File: config.mk
export PLATFORM = sky130hd
export DESIGN_NAME = race_hud_ctrl
export DESIGN_NICKNAME = d
export VERILOG_FILES = /design/src/rtl/race_hud_ctrl.sv
export SDC_FILE = /design/constraint.sdc
export NUM_CORES = 1
export LEC_CHECK = 0
export ABC_AREA = 1
export BUFFER_PORTS_ARGS = -buffer_cell sky130_fd_sc_hd__buf_2
export CAP_MARGIN = 25
export CORE_UTILIZATION = 40
export CTS_BUF_LIST = sky130_fd_sc_hd__clkbuf_8
export DETAILED_ROUTE_END_ITERATION = 10
export SLEW_MARGIN = 15
export SYNTH_ARGS = -nofsm -noshare
export SYNTH_HDL_FRONTEND = slang
export SYNTH_SLANG_ARGS = --single-unit
File: constraint.sdc
create_clock -name clk_i -period 2 [get_ports clk_i]
set_input_delay 0.4 -clock clk_i [delete_from_list [all_inputs] [get_ports clk_i]]
set_output_delay 0.4 -clock clk_i [all_outputs]
set_load 0.1 [all_outputs]
File: src/rtl/race_hud_ctrl.sv
// race_hud_ctrl: race sequencing FSM (idle, 3-2-1-GO, racing, blinking finish)
// plus fixed-priority font-ROM arbiter with a 2-clk pixel-aligned text_on.
module race_hud_ctrl #(
    parameter int COUNT_FRAMES       = 60,
    parameter int BLINK_FRAMES       = 30,
    parameter int FINISH_HOLD_FRAMES = 300
) (
    input  logic        clk_i,
    input  logic        reset_n_i,
    input  logic        frame_tick_i,
    input  logic        start_i,
    input  logic        lap_done_i,
    input  logic        count_req_on_i,
    input  logic [10:0] count_req_addr_i,
    input  logic [2:0]  count_req_bit_i,
    input  logic        finish_req_on_i,
    input  logic [10:0] finish_req_addr_i,
    input  logic [2:0]  finish_req_bit_i,
    input  logic [7:0]  rom_data_i,
    output logic [10:0] rom_addr_o,
    output logic        text_on_o,
    output logic        count_en_o,
    output logic [1:0]  count_digit_o,
    output logic        finish_en_o,
    output logic        race_active_o,
    output logic [1:0]  state_o
);
    typedef enum logic [1:0] {IDLE = 2'd0, COUNT = 2'd1, RACE = 2'd2, FINISH = 2'd3} state_t;
    localparam int FMAX = FINISH_HOLD_FRAMES > COUNT_FRAMES + 1 ? FINISH_HOLD_FRAMES : COUNT_FRAMES + 1;
    localparam int FW   = $clog2(FMAX) < 9 ? 9 : $clog2(FMAX);
    localparam int BW   = $clog2(BLINK_FRAMES + 1);

    state_t          state_q, state_d;
    logic [FW-1:0]   fcnt_q, fcnt_d;
    logic [1:0]      digit_q, digit_d;
    logic [BW-1:0]   bcnt_q, bcnt_d;
    logic            blink_q, blink_d;
    logic            count_en_q, count_en_d, finish_en_q, finish_en_d, race_active_q, race_active_d;
    logic [10:0]     rom_addr_q, sel_addr;
    logic [2:0]      bit1_q, bit2_q, sel_bit;
    logic            on1_q, on2_q, sel_on;

    always_ff @(posedge clk_i) begin
        if (!reset_n_i) begin
            state_q       <= IDLE;
            fcnt_q        <= '0;
            digit_q       <= 2'd3;
            bcnt_q        <= '0;
            blink_q       <= 1'b0;
            count_en_q    <= 1'b0;
            finish_en_q   <= 1'b0;
            race_active_q <= 1'b0;
            rom_addr_q    <= '0;
            on1_q         <= 1'b0;
            on2_q         <= 1'b0;
            bit1_q        <= '0;
            bit2_q        <= '0;
        end else begin
            state_q       <= state_d;
            fcnt_q        <= fcnt_d;
            digit_q       <= digit_d;
            bcnt_q        <= bcnt_d;
            blink_q       <= blink_d;
            count_en_q    <= count_en_d;
            finish_en_q   <= finish_en_d;
            race_active_q <= race_active_d;
            rom_addr_q    <= sel_addr;
            on1_q         <= sel_on;
            on2_q         <= on1_q;
            bit1_q        <= sel_bit;
            bit2_q        <= bit1_q;
        end
    end

    // In RACE fcnt saturates at COUNT_FRAMES so a long race never re-shows GO.
    always_comb begin
        state_d = state_q;
        fcnt_d  = fcnt_q;
        digit_d = digit_q;
        bcnt_d  = bcnt_q;
        blink_d = blink_q;
        case (state_q)
            IDLE: begin
                digit_d = 2'd3;
                fcnt_d  = '0;
                if (start_i) state_d = COUNT;
            end
            COUNT: begin
                if (frame_tick_i) begin
                    if (fcnt_q == FW'(COUNT_FRAMES - 1)) begin
                        fcnt_d  = '0;
                        digit_d = digit_q - 2'd1;
                        if (digit_q == 2'd1) state_d = RACE;
                    end else begin
                        fcnt_d = fcnt_q + 1'b1;
                    end
                end
            end
            RACE: begin
                if (lap_done_i) begin
                    state_d = FINISH;
                    fcnt_d  = '0;
                    bcnt_d  = '0;
                    blink_d = 1'b1;
                end else if (frame_tick_i && fcnt_q < FW'(COUNT_FRAMES)) begin
                    fcnt_d = fcnt_q + 1'b1;
                end
            end
            FINISH: begin
                if (frame_tick_i) begin
                    if (fcnt_q == FW'(FINISH_HOLD_FRAMES - 1)) begin
                        state_d = IDLE;
                        fcnt_d  = '0;
                        digit_d = 2'd3;
                    end else begin
                        fcnt_d  = fcnt_q + 1'b1;
                        bcnt_d  = (bcnt_q == BW'(BLINK_FRAMES - 1)) ? '0 : bcnt_q + 1'b1;
                        blink_d = (bcnt_q == BW'(BLINK_FRAMES - 1)) ? ~blink_q : blink_q;
                    end
                end
            end
            default: state_d = IDLE;
        endcase
    end

    always_comb begin
        count_en_d    = (state_d == COUNT) || (state_d == RACE && fcnt_d < FW'(COUNT_FRAMES));
        finish_en_d   = (state_d == FINISH) && blink_d;
        race_active_d = state_d == RACE;
    end

    always_comb begin
        sel_addr = finish_req_on_i ? finish_req_addr_i : count_req_on_i ? count_req_addr_i : '0;
        sel_bit  = finish_req_on_i ? finish_req_bit_i : count_req_on_i ? count_req_bit_i : '0;
        sel_on   = finish_req_on_i ? finish_en_q : (count_req_on_i & count_en_q);
    end

    assign text_on_o     = on2_q & rom_data_i[3'd7 - bit2_q];
    assign rom_addr_o    = rom_addr_q;
    assign count_en_o    = count_en_q;
    assign count_digit_o = digit_q;
    assign finish_en_o   = finish_en_q;
    assign race_active_o = race_active_q;
    assign state_o       = state_q;
endmodule

==> impl_results.html, run 1 <==
<table>
<tr><th>Metric</th><th>Value</th></tr>
<tr><th colspan="2">Outcome</th></tr>
<tr><td>Outcome</td><td>finished clean</td></tr>
<tr><th colspan="2">Critical path</th></tr>
<tr><td>Worst Path Required</td><td>approximately 1600 ps</td></tr>
<tr><td>Biggest cell delay along the critical path</td><td>420 ps</td></tr>
<tr><td>Max stage delay cell, worst path</td><td>dfxtp_1</td></tr>
<tr><td>Cells along the critical path</td><td>nor2_1 &gt; o32ai_1 &gt; o221a_2 &gt; buf_12</td></tr>
<tr><td>Launching element type of the critical path</td><td>flop</td></tr>
<tr><td>Launching point of the worst reg2reg path</td><td>fcnt_q[1]$_SDFFE_PN0P_</td></tr>
<tr><td>Critical path type</td><td>reg2out</td></tr>
<tr><td>Launch point of the worst path</td><td>bit2_q[0]$_SDFF_PN0_</td></tr>
<tr><td>Arrival time reported for the critical path endpoint</td><td>1490 ps</td></tr>
<tr><td>Maximum fanout along the worst path</td><td>5</td></tr>
<tr><td>Crit end category</td><td>output pin</td></tr>
<tr><th colspan="2">Logic synthesis</th></tr>
<tr><td>Post-Synth Simple-Gate Area</td><td>0.3858</td></tr>
<tr><td>Synth Register Bits</td><td>41</td></tr>
<tr><td>Ranking of synthesized cells by area</td><td>dfxtp_1 36%, nand2_1 18%, inv_1 7.5%, nand3_1 6.2%, a21oi_1 5.5%</td></tr>
<tr><td>Post-synthesis share of cell area spent on xor and xnor gates</td><td>0.003863</td></tr>
<tr><td>Syn_nets</td><td>395</td></tr>
<tr><td>Fraction of post-synthesis cell area in the top cell type by area</td><td>0.3620</td></tr>
<tr><td>Sequential-to-total area share from yosys stat</td><td>0.3620</td></tr>
<tr><td>Adder and majority cell fraction of the synthesized area</td><td>0.02208</td></tr>
<tr><td>Synthesized area per cell</td><td>between 6 and 7 um^2</td></tr>
<tr><td>Most area-hungry cell type in the Yosys netlist</td><td>dfxtp_1</td></tr>
<tr><td>Synth Area in Compound Gates</td><td>0.1291</td></tr>
<tr><td>Count of mapped cells out of synthesis</td><td>348</td></tr>
<tr><td>Mapped Area</td><td>0.002267 mm^2</td></tr>
<tr><td>Dominant combinational cell family by area after synthesis</td><td>simple AND/OR/NAND/NOR gates</td></tr>
<tr><td>Count of unique library cells instantiated by Yosys</td><td>33</td></tr>
<tr><td>Synth Warn #</td><td>0</td></tr>
<tr><td>Multiplexer fraction of the synthesized cell area</td><td>0.004415</td></tr>
<tr><th colspan="2">Clock network</th></tr>
<tr><td>CTS clock-pin slew for the worst setup and hold paths</td><td>around 80 ps</td></tr>
<tr><td>Buffer depth of the longest clock path</td><td>2</td></tr>
<tr><td>TritonCTS clock tree</td><td>done</td></tr>
<tr><td>CTS sink cnt</td><td>41</td></tr>
<tr><td>H-Tree Depth</td><td>2</td></tr>
<tr><td>Clock root buffer</td><td>clkbuf_8</td></tr>
<tr><td>Insertion delay to the later sink of the worst-skew pair</td><td>approximately 300 ps</td></tr>
<tr><td>Number of buffers added to fix hold violations after cts</td><td>0</td></tr>
<tr><td>Total CTS buffers</td><td>5</td></tr>
<tr><th colspan="2">Floorplan</th></tr>
<tr><td>Area enclosed by the die boundary</td><td>0.005973 mm^2</td></tr>
<tr><td>Y dimension of the die</td><td>around 77 um</td></tr>
<tr><td>Die outline width</td><td>77.29 um</td></tr>
<tr><td>Count of standard-cell rows</td><td>27</td></tr>
<tr><td>I/O pin cnt</td><td>a little over 60</td></tr>
<tr><td>Starting density of the core</td><td>0.4143</td></tr>
<tr><td>Core Area</td><td>0.005473 mm^2</td></tr>
<tr><th colspan="2">Layout</th></tr>
<tr><td>Fillers</td><td>a little under 600</td></tr>
<tr><td>Post-layout instance area</td><td>about 0.0028 mm^2</td></tr>
<tr><td>Leading cell type in the layout, fill and taps excluded</td><td>nand2_1</td></tr>
<tr><td>Area growth, synth to finish</td><td>24.28%</td></tr>
<tr><td>ANT cells</td><td>0</td></tr>
<tr><td>Top library cells by usage in the layout, fill and taps aside</td><td>107 x nand2_1, 60 x buf_2, 45 x inv_1, 39 x dfxtp_1, 28 x nand3_1</td></tr>
<tr><td>Post-layout net count</td><td>466</td></tr>
<tr><td>Share of post-route cells with drive strength above 1</td><td>0.2500</td></tr>
<tr><th colspan="2">Pwr</th></tr>
<tr><td>Maximum resistive drop on vdd</td><td>about 0.38 mV</td></tr>
<tr><td>Leakage dissipation</td><td>1.415 nW</td></tr>
<tr><td>Pwr per Cell Area</td><td>about 620 mW/mm^2</td></tr>
<tr><th colspan="2">STA</th></tr>
<tr><td>Fmax</td><td>530.3 MHz</td></tr>
<tr><td>Final count of hold timing violations</td><td>0</td></tr>
<tr><td>Number of pins exceeding their max-slew limit in the final report</td><td>0</td></tr>
<tr><td>Share of the clock period used by the worst path</td><td>0.9428</td></tr>
<tr><td># setup viols final</td><td>0</td></tr>
<tr><td>Pin slew with the least headroom to its limit</td><td>499.7 ps</td></tr>
<tr><td>Final total negative setup slack</td><td>0 ps</td></tr>
<tr><td>Final min period</td><td>1886 ps</td></tr>
<tr><td>Maximum clock skew at final layout</td><td>9.496 ps</td></tr>
<tr><td>Setup repair after global routing missed its margin</td><td>no</td></tr>
<tr><td>Worst-case headroom to the max-slew limit</td><td>0.6691</td></tr>
<tr><th colspan="2">Detailed routing</th></tr>
<tr><td>Detailed Route WL</td><td>roughly 6300 um</td></tr>
<tr><td>Number of design rule violations left after detail routing</td><td>0</td></tr>
<tr><td>Detailed-route vias per instance</td><td>4.921</td></tr>
<tr><td>Detail-routed net length per standard cell</td><td>12.72 um</td></tr>
<tr><td>Post-detailed-route count of antenna-violating nets</td><td>0</td></tr>
<tr><td>Vias after detailed routing</td><td>2421</td></tr>
<tr><td>First-pass iteration count of the detailed router</td><td>4</td></tr>
<tr><td>Number of design-rule violations left by the first detailed-router iteration</td><td>112</td></tr>
<tr><th colspan="2">Placement</th></tr>
<tr><td>Placed wire-length estimate</td><td>4978 um</td></tr>
<tr><td>DP Area</td><td>around 0.0027 mm^2</td></tr>
<tr><td># port buffers</td><td>61</td></tr>
<tr><td>Routability congestion estimate</td><td>0.8980</td></tr>
<tr><th colspan="2">Global routing</th></tr>
<tr><td>First-pass GRT wire length</td><td>10110 um</td></tr>
<tr><td>Initial antenna violation count</td><td>0</td></tr>
<tr><td>GRT Util Overall</td><td>0.2187</td></tr>
<tr><td>Grt total ovfl</td><td>0</td></tr>
<tr><td>Maximum number of pins on one net before global-route repair</td><td>23</td></tr>
<tr><td>Number of global-route vias before repair</td><td>2192</td></tr>
<tr><th colspan="2">Worst hold path</th></tr>
<tr><td>Startpoint of the worst hold path</td><td>count_req_addr_i[5]</td></tr>
<tr><td>Path category of the worst min-delay check</td><td>in2reg</td></tr>
<tr><th colspan="2">Flow run</th></tr>
<tr><td># Max-Cap Violations</td><td>0</td></tr>
</table>
[cells by family after synthesis]
| logic type | Yosys count |
|---|---|
| simple gates | 193 |
| buf+inv | 56 |
| compound gates | 52 |
| flops | 41 |
| fa+ha+maj | 4 |
| xor+xnor | 1 |
| mux | 1 |
[final timing paths]
check | to | slack, ps | depth (start not counted)
setup / recovery | text_on_o | 110 | 4
hold / removal | rom_addr_o[5]$_SDFF_PN0_ | 340 | 3
setup reg to reg | count_en_o$_SDFF_PN0_ | 190 | 14
hold reg to reg | on2_q$_SDFF_PN0_ | 420 | 2
[per-layer routing]
metal / global-route usage / up-vias / routed length [um]
met2: 0.3460 / 78 / 2772
met1: 0.2811 / 1073 / 2858
met3: 0.05000 / 17 / 444
li1: - / 1253 / -
met5: 0 / - / 0
met4: 0.09811 / 0 / 182
[metrics by stage]
stage / setup WS (ps) / power (mW) / hold slack (ps) / utilization / std cells
after floorplan: 6.786 / 1.114 / 390.5 / - / 348
after detailed placement: 199.1 / 1.215 / 403.4 / 0.4973 / 483
after CTS: 72.15 / 1.760 / 332.5 / 0.5130 / 491
after global placement: 217.8 / 1.215 / 396.9 / 0.4973 / 483
after global routing: 20.74 / 1.826 / 331.1 / 0.5149 / 492
final: 114.4 / 1.740 / 342.2 / 0.5149 / 492
[where the power goes]
group	switching (mW)	internal (mW)	total (mW)
Clock	0.303	0.241	0.544
Sequential	0.0162	0.844	0.860
Combinational	0.249	0.0871	0.336
[cell usage after synthesis]
cell type and count:
nand4_1 7, inv_1 45, xor2_1 1, nand2_2 6, nor3b_1 1, o21ai_0 16
o221a_2 1, clkbuf_1 7, inv_2 3, nor3_4 1, a21oi_2 1, nor3b_2 1
a31oi_1 2, clkinv_1 1, nor3_1 2, or2_0 1, a21boi_1 1, o32ai_1 1
nor2_2 5, nand3b_1 2, o21ai_2 1, nor2_4 4, mux2i_1 1, nand3_1 28
o21ai_1 1, nor2_1 27, o211a_1 1, or2_1 1, dfxtp_1 41, ha_1 4
o211ai_1 2, a21oi_1 25, nand2_1 107
[final cells by class]
| cell class | count | area, um^2 | area share |
|---|---|---|---|
| multi-input cells | 251 | 1239 | 0.4396 |
| flip-flops and latches | 41 | 823.3 | 0.2922 |
| well taps | 72 | 90.09 | 0.03197 |
| clock inverters | 3 | 17.52 | 0.006217 |
| inverters | 49 | 183.9 | 0.06528 |
| repair buffers | 71 | 395.4 | 0.1403 |
| clock buffers | 5 | 68.82 | 0.02442 |
[critical path, delay by kind of cell (launching register included)]
| family | cells | cell delay [ps] |
|---|---|---|
| simple gates | 1 | 60 |
| compound gates | 2 | 540 |
| flops | 1 | 420 |
| buf+inv | 1 | 170 |
[flip-flops by register name, summed over array words and instances, names as in the netlist, 2 cells and up]
signal	flops
bcnt_q	5
bit1_q	3
bit2_q	3
count_digit_o	2
fcnt_q	9
rom_addr_o	11
state_o	2
[repair_timing]
action / CTS / global route
endpoints found under the setup margin: 0 / 1
setup buffers: 0 / 1
endpoints found under the hold margin: 0 / 0
resized for setup: 0 / 2
Power figures use the tool's default switching activity.
==> inputs of run 2 (changes only) <==
Settings changed: CORE_MARGIN from default to 3, GPL_ROUTABILITY_DRIVEN from default to 0.
==> run 2 against run 1 <==
Against the previous run: via count is 0.29% lower; sequential cell count is the same; register-to-register slack about the same; first-iteration DRC count rose by 69%; utilization up 1.5 points; critical path type is now reg2reg; critical endpoint is now count_en_o$_SDFF_PN0_; largest power group unchanged.
==> impl_results.html, run 2 (synthesis results as in run 1) <==
<table>
<tr><th>Metric</th><th>Value</th></tr>
<tr><th colspan="2">Critical path</th></tr>
<tr><td>Critical path type</td><td>reg2reg</td></tr>
<tr><td>Crit Reg-Reg Endpoint</td><td>count_en_o$_SDFF_PN0_</td></tr>
<tr><td>Launching element type of the critical path</td><td>flop</td></tr>
<tr><td>Arrival time reported for the critical path endpoint</td><td>2060 ps (+570 ps)</td></tr>
<tr><td>Maximum fanout along the worst path</td><td>4 (-1)</td></tr>
<tr><td>Launching point of the worst reg2reg path</td><td>fcnt_q[0]$_SDFFE_PN0P_</td></tr>
<tr><td>Launch point of the worst path</td><td>fcnt_q[0]$_SDFFE_PN0P_</td></tr>
<tr><td>Worst Path Required</td><td>2240 ps (+640 ps)</td></tr>
<tr><td>Path depth of the worst reg2reg path</td><td>11 (-3)</td></tr>
<tr><td>Internal reg-to-reg setup slack</td><td>180 ps (about the same)</td></tr>
<tr><td>Crit end category</td><td>flop</td></tr>
<tr><th colspan="2">Placement</th></tr>
<tr><td>DP Area</td><td>0.002689 mm^2 (-1.2%)</td></tr>
<tr><td>Total instance count after detailed placement</td><td>477 (-1.2%)</td></tr>
<tr><td># port buffers</td><td>61 (unchanged)</td></tr>
<tr><td>Placed wire-length estimate</td><td>4784 um (-3.9%)</td></tr>
<tr><th colspan="2">Detailed routing</th></tr>
<tr><td>Detail-routed net length per standard cell</td><td>12.44 um (-2.2%)</td></tr>
<tr><td>Number of design-rule violations left by the first detailed-router iteration</td><td>189 (+69%)</td></tr>
<tr><td>Detailed-route vias per instance</td><td>4.977 (+1.1%)</td></tr>
<tr><td>Post-detailed-route count of antenna-violating nets</td><td>0 (unchanged)</td></tr>
<tr><td>Number of design rule violations left after detail routing</td><td>0 (unchanged)</td></tr>
<tr><td>Vias after detailed routing</td><td>2414 (-0.29%)</td></tr>
<tr><td>Detailed Route WL</td><td>6032 um (-3.6%)</td></tr>
<tr><td>First-pass iteration count of the detailed router</td><td>5 (+1)</td></tr>
<tr><th colspan="2">Clock network</th></tr>
<tr><td>H-Tree Depth</td><td>2 (unchanged)</td></tr>
<tr><td>Buffer depth of the longest clock path</td><td>2 (unchanged)</td></tr>
<tr><td>Clock root buffer</td><td>clkbuf_8</td></tr>
<tr><td>CTS clock-pin slew for the worst setup and hold paths</td><td>80 ps (about the same)</td></tr>
<tr><td>Insertion delay to the later sink of the worst-skew pair</td><td>300 ps (about the same)</td></tr>
<tr><td>Number of buffers added to fix hold violations after cts</td><td>0 (unchanged)</td></tr>
<tr><td>CTS sink cnt</td><td>41 (unchanged)</td></tr>
<tr><td>Total CTS buffers</td><td>5 (unchanged)</td></tr>
<tr><td>TritonCTS clock tree</td><td>done</td></tr>
<tr><th colspan="2">Floorplan</th></tr>
<tr><td>Starting density of the core</td><td>0.4276 (+0.01329)</td></tr>
<tr><td>I/O pin cnt</td><td>62 (unchanged)</td></tr>
<tr><td>Count of standard-cell rows</td><td>26 (-3.7%)</td></tr>
<tr><td>Die outline width</td><td>81.29 um (+5.2%)</td></tr>
<tr><td>Area enclosed by the die boundary</td><td>0.006607 mm^2 (+11%)</td></tr>
<tr><td>Core Area</td><td>0.005303 mm^2 (-3.1%)</td></tr>
<tr><td>Y dimension of the die</td><td>81.29 um (+5.2%)</td></tr>
<tr><th colspan="2">Global routing</th></tr>
<tr><td>GRT Util Overall</td><td>0.1954 (-0.02331)</td></tr>
<tr><td>Number of global-route vias before repair</td><td>2203 (+0.50%)</td></tr>
<tr><td>Met3 demand-to-capacity share in global routing</td><td>0.04767 (-0.002328)</td></tr>
<tr><td>Maximum number of pins on one net before global-route repair</td><td>23 (unchanged)</td></tr>
<tr><td>Grt total ovfl</td><td>0 (unchanged)</td></tr>
<tr><td>Initial antenna violation count</td><td>0 (unchanged)</td></tr>
<tr><td>First-pass GRT wire length</td><td>9984 um (-1.2%)</td></tr>
<tr><td>Top Usage Layer GRT</td><td>met2</td></tr>
<tr><td>Met2 layer usage reported by global route</td><td>0.3054 (-0.04064)</td></tr>
<tr><td>GR Util met1</td><td>0.2519 (-0.02927)</td></tr>
<tr><th colspan="2">STA</th></tr>
<tr><td># setup viols final</td><td>0 (unchanged)</td></tr>
<tr><td>Setup repair after global routing missed its margin</td><td>no</td></tr>
<tr><td>Final min period</td><td>1821 ps (-64.57 ps)</td></tr>
<tr><td>Maximum clock skew at final layout</td><td>10.68 ps (+1.186 ps)</td></tr>
<tr><td>Number of pins exceeding their max-slew limit in the final report</td><td>0 (unchanged)</td></tr>
<tr><td>Pin slew with the least headroom to its limit</td><td>495.6 ps (-4.177 ps)</td></tr>
<tr><td>Final count of hold timing violations</td><td>0 (unchanged)</td></tr>
<tr><td>Final total negative setup slack</td><td>0 ps (unchanged)</td></tr>
<tr><td>Worst-case headroom to the max-slew limit</td><td>0.6719 (+0.002765)</td></tr>
<tr><td>Fmax</td><td>549.1 MHz (+3.5%)</td></tr>
<tr><td>Share of the clock period used by the worst path</td><td>0.9105 (-0.03228)</td></tr>
<tr><th colspan="2">Pwr</th></tr>
<tr><td>Pwr per Cell Area</td><td>671.7 mW/mm^2 (+8.8%)</td></tr>
<tr><td>Leakage dissipation</td><td>1.412 nW (-0.21%)</td></tr>
<tr><td>Maximum resistive drop on vdd</td><td>0.3731 mV (-2.3%)</td></tr>
<tr><th colspan="2">Layout</th></tr>
<tr><td>Fillers</td><td>535 (-8.5%)</td></tr>
<tr><td>Top library cells by usage in the layout, fill and taps aside</td><td>107 x nand2_1, 60 x buf_2, 46 x inv_1, 38 x dfxtp_1, 28 x nand3_1</td></tr>
<tr><td>Area growth, synth to finish</td><td>23.90%</td></tr>
<tr><td>Number of flip-flops in the largest register</td><td>11 (unchanged)</td></tr>
<tr><td>Utilization of the core after routing</td><td>0.5297 (+0.01487)</td></tr>
<tr><td>Post-layout net count</td><td>461 (-1.1%)</td></tr>
<tr><td>Share of post-route cells with drive strength above 1</td><td>0.2410 (-0.009036)</td></tr>
<tr><td>Leading cell type in the layout, fill and taps excluded</td><td>nand2_1</td></tr>
<tr><td>Post-route insts no fill</td><td>485 (-1.4%)</td></tr>
<tr><td>Post-layout instance area</td><td>0.002809 mm^2 (-0.31%)</td></tr>
<tr><td>ANT cells</td><td>0 (unchanged)</td></tr>
<tr><th colspan="2">Worst hold path</th></tr>
<tr><td>Startpoint of the worst hold path</td><td>count_req_addr_i[0]</td></tr>
<tr><td>Path category of the worst min-delay check</td><td>in2reg</td></tr>
<tr><td>Hold path endpoint</td><td>rom_addr_o[0]$_SDFF_PN0_</td></tr>
<tr><td>Number of cells traversed by the worst hold path</td><td>3 (unchanged)</td></tr>
<tr><th colspan="2">Flow run</th></tr>
<tr><td># Max-Cap Violations</td><td>0 (unchanged)</td></tr>
<tr><th colspan="2">Outcome</th></tr>
<tr><td>Outcome</td><td>finished clean</td></tr>
</table>
## run 2: where the power goes
part	switching, mW	leakage [nW]	total (mW)	internal (mW)
combinational	0.246	1.01	0.330	0.0843
clock	0.294	0.0626	0.696	0.402
sequential	0.0172	0.336	0.861	0.844
total	0.556	1.41	1.89	1.33
## run 2: worst max path at each step
stage | end | slack (ps) | cells past startpoint
global placement | count_en_o$_SDFF_PN0_ | 240 | 9
detailed placement | count_en_o$_SDFF_PN0_ | 150 | 9
global route | count_en_o$_SDFF_PN0_ | 3 | 11
CTS | text_on_o | 150 | 4
finish | count_en_o$_SDFF_PN0_ | 180 | 11
floorplan | count_en_o$_SDFF_PN0_ | 7 | 11
## run 2: area by class of cell
type	count	area [um^2]	share of cell area
inverter	49	183.9	0.06548
timing repair buffer	66	357.8	0.1274
multi-input combinational	251	1239	0.4410
tap	70	87.58	0.03118
sequential	41	824.5	0.2935
clock inverter	2	33.78	0.01203
clock buffer	6	82.58	0.02940
## run 2: metal layers
layer,part of all wire,routed length [um],vias up
met2,0.46,2787,91
met3,0.076,461,10
met1,0.44,2678,1061
met4,0.017,105,0
li1,-,-,1252
met5,0,0,-
## run 2: what timing repair did
action / in CTS / in global routing
setup endpoints to repair: 0 / 2
setup buffers: 0 / 0
gates resized for setup: 0 / 2
## run 2: worst max-delay path, cell delays in order (launching register included)
cell	delay, ps
dfxtp_1	380
ha_1	240
nand2_1	110
nor2_4	140
nand4_1	180
nand2_1	140
a21boi_1	60
o21ai_0	200
nand2_1	80
nor2_1	130
nand2_1	60
nand2_1	50
## run 2: metrics by stage
| stage | hold WS [ps] | worst slack [ps] | power, mW |
|---|---|---|---|
| floorplan | 390.5 | 6.786 | 1.114 |
| global placement | 396.5 | 241.1 | 1.210 |
| CTS | 333.6 | 146.5 | 1.906 |
| global route | 344.7 | 2.800 | 1.974 |
| finish | 346.4 | 178.9 | 1.887 |
| detailed placement | 404.2 | 147.1 | 1.210 |
==> inputs of run 3 (changes only) <==
Settings changed: BUFFER_PORTS_ARGS -buffer_cell sky130_fd_sc_hd__buf_2 to -buffer_cell sky130_fd_sc_hd__clkbuf_2.
==> run 3 against run 2 <==
Against the previous run: sequential cell count unchanged; highest routed layer unchanged; largest power group unchanged; clock power decreased by 18%; global-route usage decreased by 0.32 points; total power decreased by 6.5%; hold slack got worse by 17 ps.
==> impl_results.html, run 3 (synthesis results as in run 1) <==
<table>
<tr><th>Metric</th><th>Value</th></tr>
<tr><th colspan="2">Layout</th></tr>
<tr><td>Post-layout net count</td><td>466 (+1.1%)</td></tr>
<tr><td>Number of flip-flops in the largest register</td><td>11 (unchanged)</td></tr>
<tr><td>Utilization of the core after routing</td><td>0.5328 (+0.003067)</td></tr>
<tr><td>Area growth, synth to finish</td><td>24.61%</td></tr>
<tr><td>Top library cells by usage in the layout, fill and taps aside</td><td>107 x nand2_1, 60 x clkbuf_2, 45 x inv_1, 39 x dfxtp_1, 28 x nand3_1</td></tr>
<tr><td>Fillers</td><td>536 (+0.19%)</td></tr>
<tr><td>ANT cells</td><td>0 (unchanged)</td></tr>
<tr><td>Share of post-route cells with drive strength above 1</td><td>0.2500 (+0.009036)</td></tr>
<tr><td>Post-route insts no fill</td><td>490 (+1.0%)</td></tr>
<tr><td>Leading cell type in the layout, fill and taps excluded</td><td>nand2_1</td></tr>
<tr><th colspan="2">Placement</th></tr>
<tr><td># port buffers</td><td>61 (unchanged)</td></tr>
<tr><td>Placed wire-length estimate</td><td>4756 um (-0.58%)</td></tr>
<tr><td>Total instance count after detailed placement</td><td>480 (+0.63%)</td></tr>
<tr><th colspan="2">Critical path</th></tr>
<tr><td>Max stage delay cell, worst path</td><td>dfxtp_1</td></tr>
<tr><td>Launch point of the worst path</td><td>bit2_q[0]$_SDFF_PN0_</td></tr>
<tr><td>Maximum fanout along the worst path</td><td>5 (+1)</td></tr>
<tr><td>Launching point of the worst reg2reg path</td><td>fcnt_q[0]$_SDFFE_PN0P_</td></tr>
<tr><td>Crit end category</td><td>output pin</td></tr>
<tr><td>Critical path type</td><td>reg2out</td></tr>
<tr><td>Cells along the critical path</td><td>nor2_1 &gt; o32ai_1 &gt; o221a_2 &gt; buf_12</td></tr>
<tr><td>Biggest cell delay along the critical path</td><td>400 ps (+20 ps)</td></tr>
<tr><td>Arrival time reported for the critical path endpoint</td><td>1500 ps (-560 ps)</td></tr>
<tr><td>Launching element type of the critical path</td><td>flop</td></tr>
<tr><td>Worst Path Required</td><td>1600 ps (-640 ps)</td></tr>
<tr><th colspan="2">Clock network</th></tr>
<tr><td>CTS sink cnt</td><td>41 (unchanged)</td></tr>
<tr><td>TritonCTS clock tree</td><td>done</td></tr>
<tr><td>CTS clock-pin slew for the worst setup and hold paths</td><td>80 ps (about the same)</td></tr>
<tr><td>Insertion delay to the later sink of the worst-skew pair</td><td>290 ps (about the same)</td></tr>
<tr><td>Total CTS buffers</td><td>5 (unchanged)</td></tr>
<tr><td>Number of buffers added to fix hold violations after cts</td><td>0 (unchanged)</td></tr>
<tr><td>H-Tree Depth</td><td>2 (unchanged)</td></tr>
<tr><td>Clock root buffer</td><td>clkbuf_8</td></tr>
<tr><td>Buffer depth of the longest clock path</td><td>2 (unchanged)</td></tr>
<tr><th colspan="2">Global routing</th></tr>
<tr><td>Number of global-route vias before repair</td><td>2144 (-2.7%)</td></tr>
<tr><td>Maximum number of pins on one net before global-route repair</td><td>23 (unchanged)</td></tr>
<tr><td>First-pass GRT wire length</td><td>9804 um (-1.8%)</td></tr>
<tr><td>GRT Util Overall</td><td>0.1921 (-0.003244)</td></tr>
<tr><td>Grt total ovfl</td><td>0 (unchanged)</td></tr>
<tr><td>Initial antenna violation count</td><td>0 (unchanged)</td></tr>
<tr><th colspan="2">Detailed routing</th></tr>
<tr><td>Number of design-rule violations left by the first detailed-router iteration</td><td>182 (-3.7%)</td></tr>
<tr><td>Vias after detailed routing</td><td>2417 (+0.12%)</td></tr>
<tr><td>Post-detailed-route count of antenna-violating nets</td><td>0 (unchanged)</td></tr>
<tr><td>Detailed Route WL</td><td>6092 um (+0.99%)</td></tr>
<tr><td>Number of design rule violations left after detail routing</td><td>0 (unchanged)</td></tr>
<tr><td>First-pass iteration count of the detailed router</td><td>4 (-1)</td></tr>
<tr><td>Detail-routed net length per standard cell</td><td>12.43 um (about the same)</td></tr>
<tr><td>Detailed-route vias per instance</td><td>4.933 (-0.90%)</td></tr>
<tr><th colspan="2">Worst hold path</th></tr>
<tr><td>Path category of the worst min-delay check</td><td>in2reg</td></tr>
<tr><td>Startpoint of the worst hold path</td><td>count_req_addr_i[7]</td></tr>
<tr><th colspan="2">Pwr</th></tr>
<tr><td>Maximum resistive drop on vdd</td><td>0.4724 mV (+27%)</td></tr>
<tr><td>Leakage dissipation</td><td>1.422 nW (+0.75%)</td></tr>
<tr><td>Pwr per Cell Area</td><td>624.6 mW/mm^2 (-7.0%)</td></tr>
<tr><th colspan="2">STA</th></tr>
<tr><td>Fmax</td><td>527.1 MHz (-4.0%)</td></tr>
<tr><td>Share of the clock period used by the worst path</td><td>0.9486 (+0.03812)</td></tr>
<tr><td>Maximum clock skew at final layout</td><td>5.953 ps (-4.729 ps)</td></tr>
<tr><td>Final count of hold timing violations</td><td>0 (unchanged)</td></tr>
<tr><td># setup viols final</td><td>0 (unchanged)</td></tr>
<tr><td>Final total negative setup slack</td><td>0 ps (unchanged)</td></tr>
<tr><td>Pin slew with the least headroom to its limit</td><td>556.2 ps (+60.66 ps)</td></tr>
<tr><td>Final min period</td><td>1897 ps (+76.24 ps)</td></tr>
<tr><td>Number of pins exceeding their max-slew limit in the final report</td><td>0 (unchanged)</td></tr>
<tr><td>Worst-case headroom to the max-slew limit</td><td>0.6308 (-0.04113)</td></tr>
<tr><th colspan="2">Floorplan</th></tr>
<tr><td>Starting density of the core</td><td>0.4276 (unchanged)</td></tr>
<tr><td>Core Area</td><td>0.005303 mm^2 (unchanged)</td></tr>
<tr><td>Y dimension of the die</td><td>81.29 um (unchanged)</td></tr>
<tr><td>Die outline width</td><td>81.29 um (unchanged)</td></tr>
<tr><td>I/O pin cnt</td><td>62 (unchanged)</td></tr>
<tr><td>Count of standard-cell rows</td><td>26 (unchanged)</td></tr>
<tr><td>Area enclosed by the die boundary</td><td>0.006607 mm^2 (unchanged)</td></tr>
<tr><th colspan="2">Flow run</th></tr>
<tr><td># Max-Cap Violations</td><td>0 (unchanged)</td></tr>
<tr><th colspan="2">Outcome</th></tr>
<tr><td>Outcome</td><td>finished clean</td></tr>
</table>
-- run 3: area by class of cell --
cell class / instances / area, um^2 / share of cell area
multi-input combinational: 251 / 1239 / 0.4384
tap: 70 / 87.58 / 0.03100
timing repair buffer: 71 / 395.4 / 0.1399
clock buffer: 6 / 82.58 / 0.02923
clock inverter: 2 / 13.76 / 0.004872
sequential: 41 / 823.3 / 0.2914
inverter: 49 / 183.9 / 0.06510
-- run 3: timing repair --
action,in CTS,in global routing
resized for setup,0,2
hold endpoints to repair,0,0
setup endpoints to repair,0,3
buffers inserted,0,2
-- run 3: worst max-delay path: cells and delay by family (launching register included) --
family,cells,cell delay (ps)
compound gates,2,570
buf+inv,1,170
flops,1,400
simple gates,1,60
-- run 3: where the power goes --
part	internal, mW	total (mW)	switching, mW
Combinational	0.0876	0.336	0.249
Clock	0.280	0.568	0.288
Sequential	0.844	0.861	0.0173
Total	1.21	1.76	0.554
-- run 3: worst paths after layout --
check	cells after the start	slack, ps	to
worst min register to register	2	420	on2_q$_SDFF_PN0_
worst max register to register	14	160	count_en_o$_SDFF_PN0_
worst min-delay path	3	330	rom_addr_o[7]$_SDFF_PN0_
worst max-delay path	4	100	text_on_o
-- run 3: metrics by stage --
step	setup slack, ps	hold WS, ps	cell area (um^2)	total power [mW]
finish	102.7	329.7	2825	1.765
global route	-3.879	327.7	2825	1.849
CTS	93.25	318.1	2808	1.790
detailed placement	137.4	408.7	2711	1.215
global placement	148.8	397.9	2711	1.215
floorplan	6.786	390.5	2270	1.114
-- run 3: routing by layer --
layer  GRT usage  wire (um)
met3     0.04213        444
met1      0.2580       2740
met2      0.3046       2762
met4     0.06250        145
met5           0          0
